`src/rtl/apb_reg_slave_pkg.sv`:
```
// Shared types for the APB register slave: APB4 request/response structs
// (built with the common APB typedef macros) and the transfer FSM states.
`ifndef APB_TYPEDEF_REQ_T
`define APB_TYPEDEF_REQ_T(req_t, addr_t, data_t, strb_t) \
    typedef struct packed { \
        addr_t      paddr;   \
        logic [2:0] pprot;   \
        logic       psel;    \
        logic       penable; \
        logic       pwrite;  \
        data_t      pwdata;  \
        strb_t      pstrb;   \
    } req_t;
`endif

`ifndef APB_TYPEDEF_RESP_T
`define APB_TYPEDEF_RESP_T(resp_t, data_t) \
    typedef struct packed { \
        logic  pready;  \
        data_t prdata;  \
        logic  pslverr; \
    } resp_t;
`endif

package apb_reg_slave_pkg;

    localparam int unsigned ApbAddrWidth = 32;
    localparam int unsigned ApbDataWidth = 32;

    typedef logic [ApbAddrWidth-1:0]   apb_addr_t;
    typedef logic [ApbDataWidth-1:0]   apb_data_t;
    typedef logic [ApbDataWidth/8-1:0] apb_strb_t;

    `APB_TYPEDEF_REQ_T(apb_req_t, apb_addr_t, apb_data_t, apb_strb_t)
    `APB_TYPEDEF_RESP_T(apb_rsp_t, apb_data_t)

    typedef enum logic [1:0] {
        StIdle,
        StAccess,
        StResp
    } apb_state_e;

endpackage

```
`src/rtl/apb_reg_decode.sv`:
```
// Combinational address decode for the register bank: word index plus a
// single error flag covering misaligned, unmapped and read-only writes.
module apb_reg_decode #(
    parameter int unsigned       NoRegs    = 8,
    parameter int unsigned       AddrWidth = 32,
    parameter int unsigned       DataWidth = 32,
    parameter logic [NoRegs-1:0] ReadOnly  = '0,
    localparam int unsigned      IdxWidth  = (NoRegs > 1) ? $clog2(NoRegs) : 1
) (
    input  logic [AddrWidth-1:0] paddr_i,
    input  logic [AddrWidth-1:0] base_addr_i,
    input  logic                 pwrite_i,
    output logic [IdxWidth-1:0]  idx_o,
    output logic                 err_o
);

    localparam int unsigned          ByteBits = $clog2(DataWidth / 8);
    localparam logic [AddrWidth-1:0] LaneMask = AddrWidth'((64'd1 << ByteBits) - 64'd1);

    logic [AddrWidth-1:0] off;
    logic [AddrWidth-1:0] word;
    logic                 misaligned;
    logic                 unmapped;
    logic                 read_only;

    // Addresses below the base wrap to huge offsets and fall out as unmapped.
    always_comb begin
        off        = paddr_i - base_addr_i;
        word       = off >> ByteBits;
        misaligned = |(off & LaneMask);
        unmapped   = (word >= AddrWidth'(NoRegs));
        idx_o      = word[IdxWidth-1:0];
        read_only  = !unmapped && ReadOnly[idx_o];
        err_o      = misaligned || unmapped || (pwrite_i && read_only);
    end

endmodule

```
`src/rtl/apb_reg_slave.sv`:
```
// APB4 completer with a bank of memory-mapped registers, a fixed number of
// wait states per access, byte strobes, read-only registers and hardware loads.
module apb_reg_slave
    import apb_reg_slave_pkg::*;
#(
    parameter int unsigned                      NoRegs     = 8,
    parameter int unsigned                      AddrWidth  = 32,
    parameter int unsigned                      DataWidth  = 32,
    parameter int unsigned                      WaitStates = 1,
    parameter logic [NoRegs-1:0]                ReadOnly   = '0,
    parameter logic [NoRegs-1:0][DataWidth-1:0] RegRstVal  = '0,
    parameter type                              apb_req_t  = apb_reg_slave_pkg::apb_req_t,
    parameter type                              apb_rsp_t  = apb_reg_slave_pkg::apb_rsp_t
) (
    input  logic                             clk_i,
    input  logic                             rst_ni,
    input  apb_req_t                         apb_req_i,
    output apb_rsp_t                         apb_rsp_o,
    input  logic [AddrWidth-1:0]             base_addr_i,
    input  logic [NoRegs-1:0]                reg_load_i,
    input  logic [NoRegs-1:0][DataWidth-1:0] reg_d_i,
    output logic [NoRegs-1:0][DataWidth-1:0] reg_q_o
);

    localparam int unsigned IdxWidth  = (NoRegs > 1) ? $clog2(NoRegs) : 1;
    localparam int unsigned CntWidth  = (WaitStates > 0) ? $clog2(WaitStates + 1) : 1;
    localparam int unsigned StrbWidth = DataWidth / 8;

    apb_state_e                       state_q;
    logic [CntWidth-1:0]              cnt_q;
    logic [IdxWidth-1:0]              idx_q;
    logic                             err_q;
    logic                             write_q;
    logic                             pready_q;
    logic                             pslverr_q;
    logic [DataWidth-1:0]             prdata_q;
    logic [NoRegs-1:0][DataWidth-1:0] regs_q;
    logic [NoRegs-1:0][DataWidth-1:0] regs_d;

    logic [IdxWidth-1:0] dec_idx;
    logic [IdxWidth-1:0] sel_idx;
    logic                dec_err;
    logic                sel_err;
    logic                sel_write;
    logic                setup;
    logic                enter_resp;
    logic                apb_commit;
    logic                unused_pprot;

    function automatic logic [DataWidth-1:0] merge_strb(
        input logic [DataWidth-1:0] old_v,
        input logic [DataWidth-1:0] new_v,
        input logic [StrbWidth-1:0] strb
    );
        logic [DataWidth-1:0] res;
        res = old_v;
        for (int k = 0; k < StrbWidth; k++) begin
            if (strb[k]) res[8*k +: 8] = new_v[8*k +: 8];
        end
        return res;
    endfunction

    apb_reg_decode #(
        .NoRegs    (NoRegs),
        .AddrWidth (AddrWidth),
        .DataWidth (DataWidth),
        .ReadOnly  (ReadOnly)
    ) u_decode (
        .paddr_i     (apb_req_i.paddr),
        .base_addr_i (base_addr_i),
        .pwrite_i    (apb_req_i.pwrite),
        .idx_o       (dec_idx),
        .err_o       (dec_err)
    );

    // With zero wait states the response is prepared straight from the live decode.
    always_comb begin
        setup      = apb_req_i.psel && !apb_req_i.penable;
        sel_idx    = (state_q == StIdle) ? dec_idx : idx_q;
        sel_err    = (state_q == StIdle) ? dec_err : err_q;
        sel_write  = (state_q == StIdle) ? apb_req_i.pwrite : write_q;
        enter_resp = 1'b0;
        unique case (state_q)
            StIdle:   enter_resp = setup && (WaitStates == 0);
            StAccess: enter_resp = apb_req_i.psel && apb_req_i.penable &&
                                   (cnt_q == CntWidth'(WaitStates - 1));
            default:  enter_resp = 1'b0;
        endcase
        apb_commit = (state_q == StResp) && apb_req_i.psel && write_q && !err_q;
    end

    always_ff @(posedge clk_i or negedge rst_ni) begin
        if (!rst_ni) begin
            state_q   <= StIdle;
            cnt_q     <= '0;
            idx_q     <= '0;
            err_q     <= 1'b0;
            write_q   <= 1'b0;
            pready_q  <= 1'b0;
            pslverr_q <= 1'b0;
            prdata_q  <= '0;
        end else begin
            pready_q  <= enter_resp;
            pslverr_q <= enter_resp && sel_err;
            prdata_q  <= (enter_resp && !sel_err && !sel_write) ? regs_q[sel_idx] : '0;
            unique case (state_q)
                StIdle: begin
                    if (setup) begin
                        idx_q   <= dec_idx;
                        err_q   <= dec_err;
                        write_q <= apb_req_i.pwrite;
                        cnt_q   <= '0;
                        state_q <= (WaitStates == 0) ? StResp : StAccess;
                    end
                end
                StAccess: begin
                    if (!apb_req_i.psel) begin
                        state_q <= StIdle;
                        cnt_q   <= '0;
                    end else if (enter_resp) begin
                        state_q <= StResp;
                        cnt_q   <= '0;
                    end else if (apb_req_i.penable) begin
                        cnt_q <= cnt_q + 1'b1;
                    end
                end
                default: state_q <= StIdle;
            endcase
        end
    end

    // Hardware load first, then the APB write overrides only the strobed lanes.
    always_comb begin
        regs_d = regs_q;
        for (int j = 0; j < NoRegs; j++) begin
            if (reg_load_i[j]) regs_d[j] = reg_d_i[j];
            if (apb_commit && (idx_q == IdxWidth'(j))) begin
                regs_d[j] = merge_strb(regs_d[j], apb_req_i.pwdata, apb_req_i.pstrb);
            end
        end
    end

    always_ff @(posedge clk_i or negedge rst_ni) begin
        if (!rst_ni) begin
            regs_q <= RegRstVal;
        end else begin
            regs_q <= regs_d;
        end
    end

    always_comb begin
        apb_rsp_o         = '0;
        apb_rsp_o.pready  = pready_q;
        apb_rsp_o.prdata  = prdata_q;
        apb_rsp_o.pslverr = pslverr_q;
    end

    assign reg_q_o      = regs_q;
    assign unused_pprot = ^apb_req_i.pprot;

endmodule

```
`config.mk`:
```
export PLATFORM = sky130hd
export DESIGN_NAME = apb_reg_slave
export DESIGN_NICKNAME = d
export VERILOG_FILES = /design/src/rtl/apb_reg_slave_pkg.sv /design/src/rtl/apb_reg_decode.sv /design/src/rtl/apb_reg_slave.sv
export SDC_FILE = /design/constraint.sdc
export NUM_CORES = 1
export LEC_CHECK = 0
export BUFFER_PORTS_ARGS = -buffer_cell sky130_fd_sc_hd__buf_2
export CAP_MARGIN = 20
export CORE_AREA = 2 2 261 263
export DETAILED_ROUTE_END_ITERATION = 12
export DIE_AREA = 0 0 263 265
export PLACE_DENSITY = 0.48
export SLEW_MARGIN = 20
export SYNTH_ARGS = -nofsm -noshare
export SYNTH_HDL_FRONTEND = slang
export SYNTH_SLANG_ARGS = --single-unit
```
`constraint.sdc`:
```
create_clock -name clk_i -period 2.95 [get_ports clk_i]
set_input_delay 0.1475 -clock clk_i [delete_from_list [all_inputs] [get_ports clk_i]]
set_output_delay 0.1475 -clock clk_i [all_outputs]
set_load 0.005 [all_outputs]
```
== Word-level counts from Yosys, hierarchy flattened ==
Memories as Yosys holds them, arrays and structs flattened.
Index checks and enable logic that the tools add are counted.

* $add $sub $neg: 2
* Order comparisons: 3
* Equal/unequal tests: 12
* Muxes and demuxes: 65
* Bitwise gates (word level): 1
* Reduce and logical (&&, ||, !) cells: 33

{| class="wikitable"
|+ Operators by type and width
! operator !! number
|-
| 32-bit 2-to-1 mux || 18
|-
| 8-bit 2-to-1 mux || 32
|-
| 32-bit binary-select mux with 3-bit select || 1
|-
| 32-bit subtractor || 1
|-
| 30-bit by 4-bit >= comparator with 1-bit output (second input constant) || 1
|-
| 1-bit logical AND || 19
|-
| 3-bit equality test (second input constant) || 4
|-
| 3-bit by 4-bit less-than comparator with 1-bit output (second input constant) || 2
|-
| 1-bit 2-to-1 mux || 8
|-
| 3-bit by 2-bit equality test with 1-bit output (second input constant) || 2
|-
| 2-bit 2-to-1 mux || 3
|-
| 1-bit zero test || 5
|-
| 4-bit != test (second input constant) || 1
|-
| 2-bit case mux with 2 select lines || 1
|-
| 2-bit AND reduction || 2
|-
| 3-bit by 1-bit equality test with 1-bit output (second input constant) || 1
|-
| 3-bit zero test || 1
|-
| 3-bit 2-to-1 mux || 1
|-
| 3-bit != test (second input constant) || 1
|-
| 3-bit AND reduction || 1
|-
| 2-bit by 1-bit equality test with 1-bit output (second input constant) || 1
|-
| 2-bit equality test (second input constant) || 1
|-
| 2-bit zero test || 1
|-
| 1-bit logical OR || 2
|-
| 6 further kinds || 6
|}

* Flip-flop bits (word level): 298
* ROM bits: 8
* Input bits: 372
* Output and inout bits: 290
* Logic and storage cells: 133
* Memories: 1

{| class="wikitable"
|+ Memory list
! memory !! depth !! bits a word !! rd ports !! clocked after memory_dff !! write ports !! line !! RTL
|-
| (name not given) || 8 || 1 || 1 || 0 || 0 || apb_reg_decode.sv:33 || <nowiki>read_only = !unmapped && ReadOnly[idx_o];</nowiki>
|}

== Longest topological paths before layout ==
* Word-level depth: 11
* Mapped depth: 13
* Gate-level depth less buffers: 12

== Cells and area by module ==
From an unflattened synthesis, not the netlist that was laid out.

* Cells, all modules: 1,717
* Area, all modules: 20,144.3 µm²

{| class="wikitable"
|+ Modules (own cells, without submodules)
! module !! times used !! cells an instance !! area an instance (µm²) !! seq. area each (µm²)
|-
| apb_reg_slave || 1 || 1,403 || 18,057.3 || 7,457.2
|-
| apb_reg_decode || 1 || 314 || 2,087.0 || 0.0
|}

== Least setup slack after synthesis ==
Ideal clock, no wire load.

* Path kind: input port to flip-flop
* Start: input port apb_req_i[42] in the netlist's numbering
* End: register prdata_q[21]
* Arrival: 2.531 ns
* Slack: 0.287 ns
* Stages on the path: 9
* Path through: inv_1 -> ha_1 -> fa_1 -> xor2_1 -> o31ai_1 -> clkbuf_1 -> mux4_2 -> mux2i_1 -> nor2_1

* Word-level cells in the longest chain between the ends: 11

{| class="wikitable"
|+ RTL lines
! what !! line !! RTL
|-
| start, declared || apb_reg_slave.sv:17 || <nowiki>input apb_req_t apb_req_i,</nowiki>
|-
| 32-bit subtractor * || apb_reg_decode.sv:28 || <nowiki>off = paddr_i - base_addr_i;</nowiki>
|-
| 30-bit by 4-bit >= comparator with 1-bit output or memory read 8 x 1 bit (tied branches) || -- ||
|-
| 1-bit zero test or 1-bit 2-to-1 mux (tied branches) || apb_reg_decode.sv:33 ||
|-
| 1-bit logical AND || apb_reg_decode.sv:33 ||
|-
| 1-bit logical AND || apb_reg_decode.sv:34 || <nowiki>err_o = misaligned || unmapped || (pwrite_i && read_only);</nowiki>
|-
| 1-bit logical OR || apb_reg_decode.sv:34 ||
|-
| 1-bit 2-to-1 mux || apb_reg_slave.sv:80 || <nowiki>sel_err = (state_q == StIdle) ? dec_err : err_q;</nowiki>
|-
| 1-bit zero test || apb_reg_slave.sv:105 || <nowiki>prdata_q <= (enter_resp && !sel_err && !sel_write) ? regs_q[sel_idx] : '0;</nowiki>
|-
| 1-bit logical AND (2 in a row) || apb_reg_slave.sv:105 ||
|-
| 32-bit 2-to-1 mux * || apb_reg_slave.sv:105 ||
|-
| end signal, assigned || apb_reg_slave.sv:105 ||
|-
| end, declared || apb_reg_slave.sv:36 || <nowiki>logic [DataWidth-1:0] prdata_q;</nowiki>
|}

Every way passes the cells marked *; elsewhere a longest branch is shown, timed or not. The select of a mux whose other input is x is not followed.
A chain may end at the register's enable or synchronous reset.

==> impl_metrics.env <==
export IMPL_synthTopCellsByCount="a21oi_1, dfrtp_1, nor2_1, mux2i_1, nand2_1"
export IMPL_coreArea_um2=66800
export IMPL_hold_slack_ns=0.04211
export IMPL_p_leak_nw=13.38
export IMPL_dp_hpwl_mm=64.65
export IMPL_synth_flop_cell="dfrtp_1"
export IMPL_area_growth_pct=60.18
export IMPL_start_kind="flop"
export IMPL_netlist_cell_type_count=67
export IMPL_peakVddDrop_uv=318.3
export IMPL_cp_max_fo=16
export IMPL_crit_type="flop to flop"
export IMPL_crit_chain="nand4b_1 > nor2_1 > nand2_1 > nor3b_1 > buf_4 > nand2_1 > nor2_1 > a21oi_1 > dlygate4sd3_1"
export IMPL_r2r_cells=9
export IMPL_ys_seq_elements=298
export IMPL_clk_pin_slew_ns=0.06
export IMPL_hold_viol=0
export IMPL_synth_net_count=2180
export IMPL_critPathBufInv=2
export IMPL_path_depth=9
export IMPL_slew_headroom_pct=40.59
export IMPL_synth_cells=1776
export IMPL_cpMaxStageDelayCell="dlygate4sd3_1"
export IMPL_synth_top_area_cell="dfrtp_1"
export IMPL_setup_viol=2
export IMPL_grt_pass1_wl_mm=128.8
export IMPL_clkSinkCount=298
export IMPL_violations="negative setup slack"
export IMPL_rsz0062_at_grt="yes"
export IMPL_setup_ws_ns=-0.02958
export IMPL_vias=18910
export IMPL_yosysMostFrequentCell="a21oi_1"
export IMPL_startpoint="state_q[0]"
export IMPL_crit_path_max_incr_delay_ns=0.59
export IMPL_post_route_min_period_ns=2.980
export IMPL_drc=0
export IMPL_root_buffer="clkbuf_16"
export IMPL_gr_usage_all_layers_pct=24.80
export IMPL_syn_area_per_cell_um2=9.754
export IMPL_outcome="finished with violations"
export IMPL_htree_num_levels=2
export IMPL_synthArstFlopShare_pct=100.0
export IMPL_min_delay_path_class="primary input to flop"
export IMPL_synth_edff_count=0
export IMPL_synth_top_cell_area_share_pct=43.05
export IMPL_finalMaxSlewViolations=0
export IMPL_insertion_delay_ns=0.55
export IMPL_r2r_slack_ns=-0.03
export IMPL_die_area_um2=69700
export IMPL_place_area_um2=21870
export IMPL_r2r_end="reg_q_o[213]"
export IMPL_dr_pass1_iters=5
export IMPL_grt_pass1_vias=19250
export IMPL_wire_per_inst_um=23.83
export IMPL_start_util_pct=25.93
export IMPL_stdcell_area_um2=27750
export IMPL_die_h_um=265
export IMPL_detailedRoute_firstIterationViolations=1396
export IMPL_worstSetupEndpointType="flop"
export IMPL_seq_area_frac_synth_pct=43.05
export IMPL_grt_max_degree=75
export IMPL_gp_congestion=0.9239
export IMPL_yosysWarnings=0
export IMPL_fmaxAchievable_mhz=335.6
export IMPL_clock_skew_final_ns=0.02058
export IMPL_grt_overflow_total=0
export IMPL_antenna_found_initial=7
export IMPL_worstMarginPinSlew_ns=0.8890
export IMPL_die_w_um=263
export IMPL_cts_buffer_depth=3
export IMPL_finalCritPeriodShare_pct=101.0
export IMPL_synth_area_leaders="dfrtp_1, mux2i_1, a21oi_1, mux4_2, nor2_1"
export IMPL_drive_gt1_share_pct=30.88
export IMPL_cts_tree="yes"
export IMPL_numPortBuffers=658
export IMPL_timing_rr_start="state_q[0]"
export IMPL_cts_buffers=39
export IMPL_finalWirelength_mm=89.47
export IMPL_io_pins=662
export IMPL_fin_nets=3255
export IMPL_arrival_ns=3.42
export IMPL_p_per_area_nw_per_um2=508.7
export IMPL_via_per_inst=5.037
export IMPL_cts_setup_buffers=0
export IMPL_ant_nets=0
export IMPL_cap_viol_max_count=0
export IMPL_syn_area_um2=17320
export IMPL_required_ns=3.39
export IMPL_crit_end="reg_q_o[213]"
export IMPL_place_ws_ns=-0.1127
export IMPL_crit_family="simple AND/OR/NAND/NOR gates"
export IMPL_rows=95
layout by cell type, fill, tap and decap left out, drive strengths merged, types with 5 or more instances in the layout:
cell type	n
a211oi	6
a21o	13
a21oi	322
a31oi	5
buf	723
clkbuf	55
clkinv	6
dfrtp	298
dlygate4sd3	450
ha	31
inv	44
mux2	6
mux2i	269
mux4	64
nand2	117
nand2b	9
nand3	8
nand4	12
nor2	297
nor3	15
nor4	5
o211ai	9
o21a	7
o21ai	22
o21bai	6
or3	6
xnor2	8
cell families (layout without fill, tap and decap cells):
| family | after synthesis | in the layout | synth area share [%] |
|---|---|---|---|
| AOI/OAI and AO/OA | 422 | 422 | 13.68 |
| xor gates and xnor gates | 12 | 12 | 0.6067 |
| adders and majority gates | 32 | 32 | 2.355 |
| buffers and inverters | 180 | 1283 | 4.189 |
| DFF | 298 | 298 | 43.05 |
| muxes | 339 | 339 | 24.25 |
| other | 0 | 3 | 0 |
| and+or+nand+nor | 493 | 493 | 11.87 |
what timing repair did:
action,in CTS,in global routing
hold buffers,450,0
setup endpoints to repair,0,112
hold endpoints to repair,328,0
gates resized for setup,0,18
report_power, final:
group	internal, mW	total [mW]	switching [mW]
sequential	4.46	4.84	0.376
combinational	2.24	4.29	2.05
clock	3.04	4.98	1.95
total	9.74	14.1	4.37
final cells by class:
type	instances	area, um2
Timing Repair Buffer	1173	8496
Tap cell	873	1092
Clock inverter	14	187.7
Inverter	41	153.9
Multi-Input combinational cell	1298	9218
Fill cell	6650	39050
Antenna cell	3	7.507
Clock buffer	55	1136
Sequential cell	298	7457
state kept, by name, summed over array words and instances (netlist names):
signal and flops:
cnt_q 1, idx_q 3, pslverr_q 1, write_q 1, prdata_q 32, err_q 1, pready_q 1, reg_q_o 256
state_q 2
per-stage QoR:
stage / utilization, % / setup TNS, ns / total power, mW / std cells
4_1_cts: 41.46 / 0 / 14.19 / 3752
6_report: 41.54 / -0.05287 / 14.12 / 3755
5_1_grt: 41.54 / -1.673 / 14.70 / 3755
3_3_place_gp: 32.73 / 0 / 8.502 / 3233
2_1_floorplan: - / 0 / 6.772 / 1776
3_5_place_dp: 32.73 / -0.1127 / 8.537 / 3233
layer usage:
layer  up-vias  part of all wire, %  track usage [%]
met1      9355                   41            31.17
met4         4                  4.4            10.52
li1       8497                    -                -
met5         -                0.023                0
met3       178                  6.5            4.440
met2       879                   48            41.93
worst min-delay path, delay by kind of cell:
kind                   cells  cell delay, ns
buffers and inverters      1            0.07
muxes                      1            0.14
AOI/OAI and AO/OA          1            0.18
worst min path at each step:
stage	start	end	cells after the start
after floorplan	rst_ni	cnt_q	0
after global placement	rst_ni	reg_q_o[146]	1
after detailed placement	rst_ni	reg_q_o[148]	1
after CTS	reg_d_i[186]	reg_q_o[186]	3
after global routing	reg_d_i[186]	reg_q_o[186]	3
final	reg_d_i[186]	reg_q_o[186]	3
No activity file was read; power rests on OpenSTA's default activity.
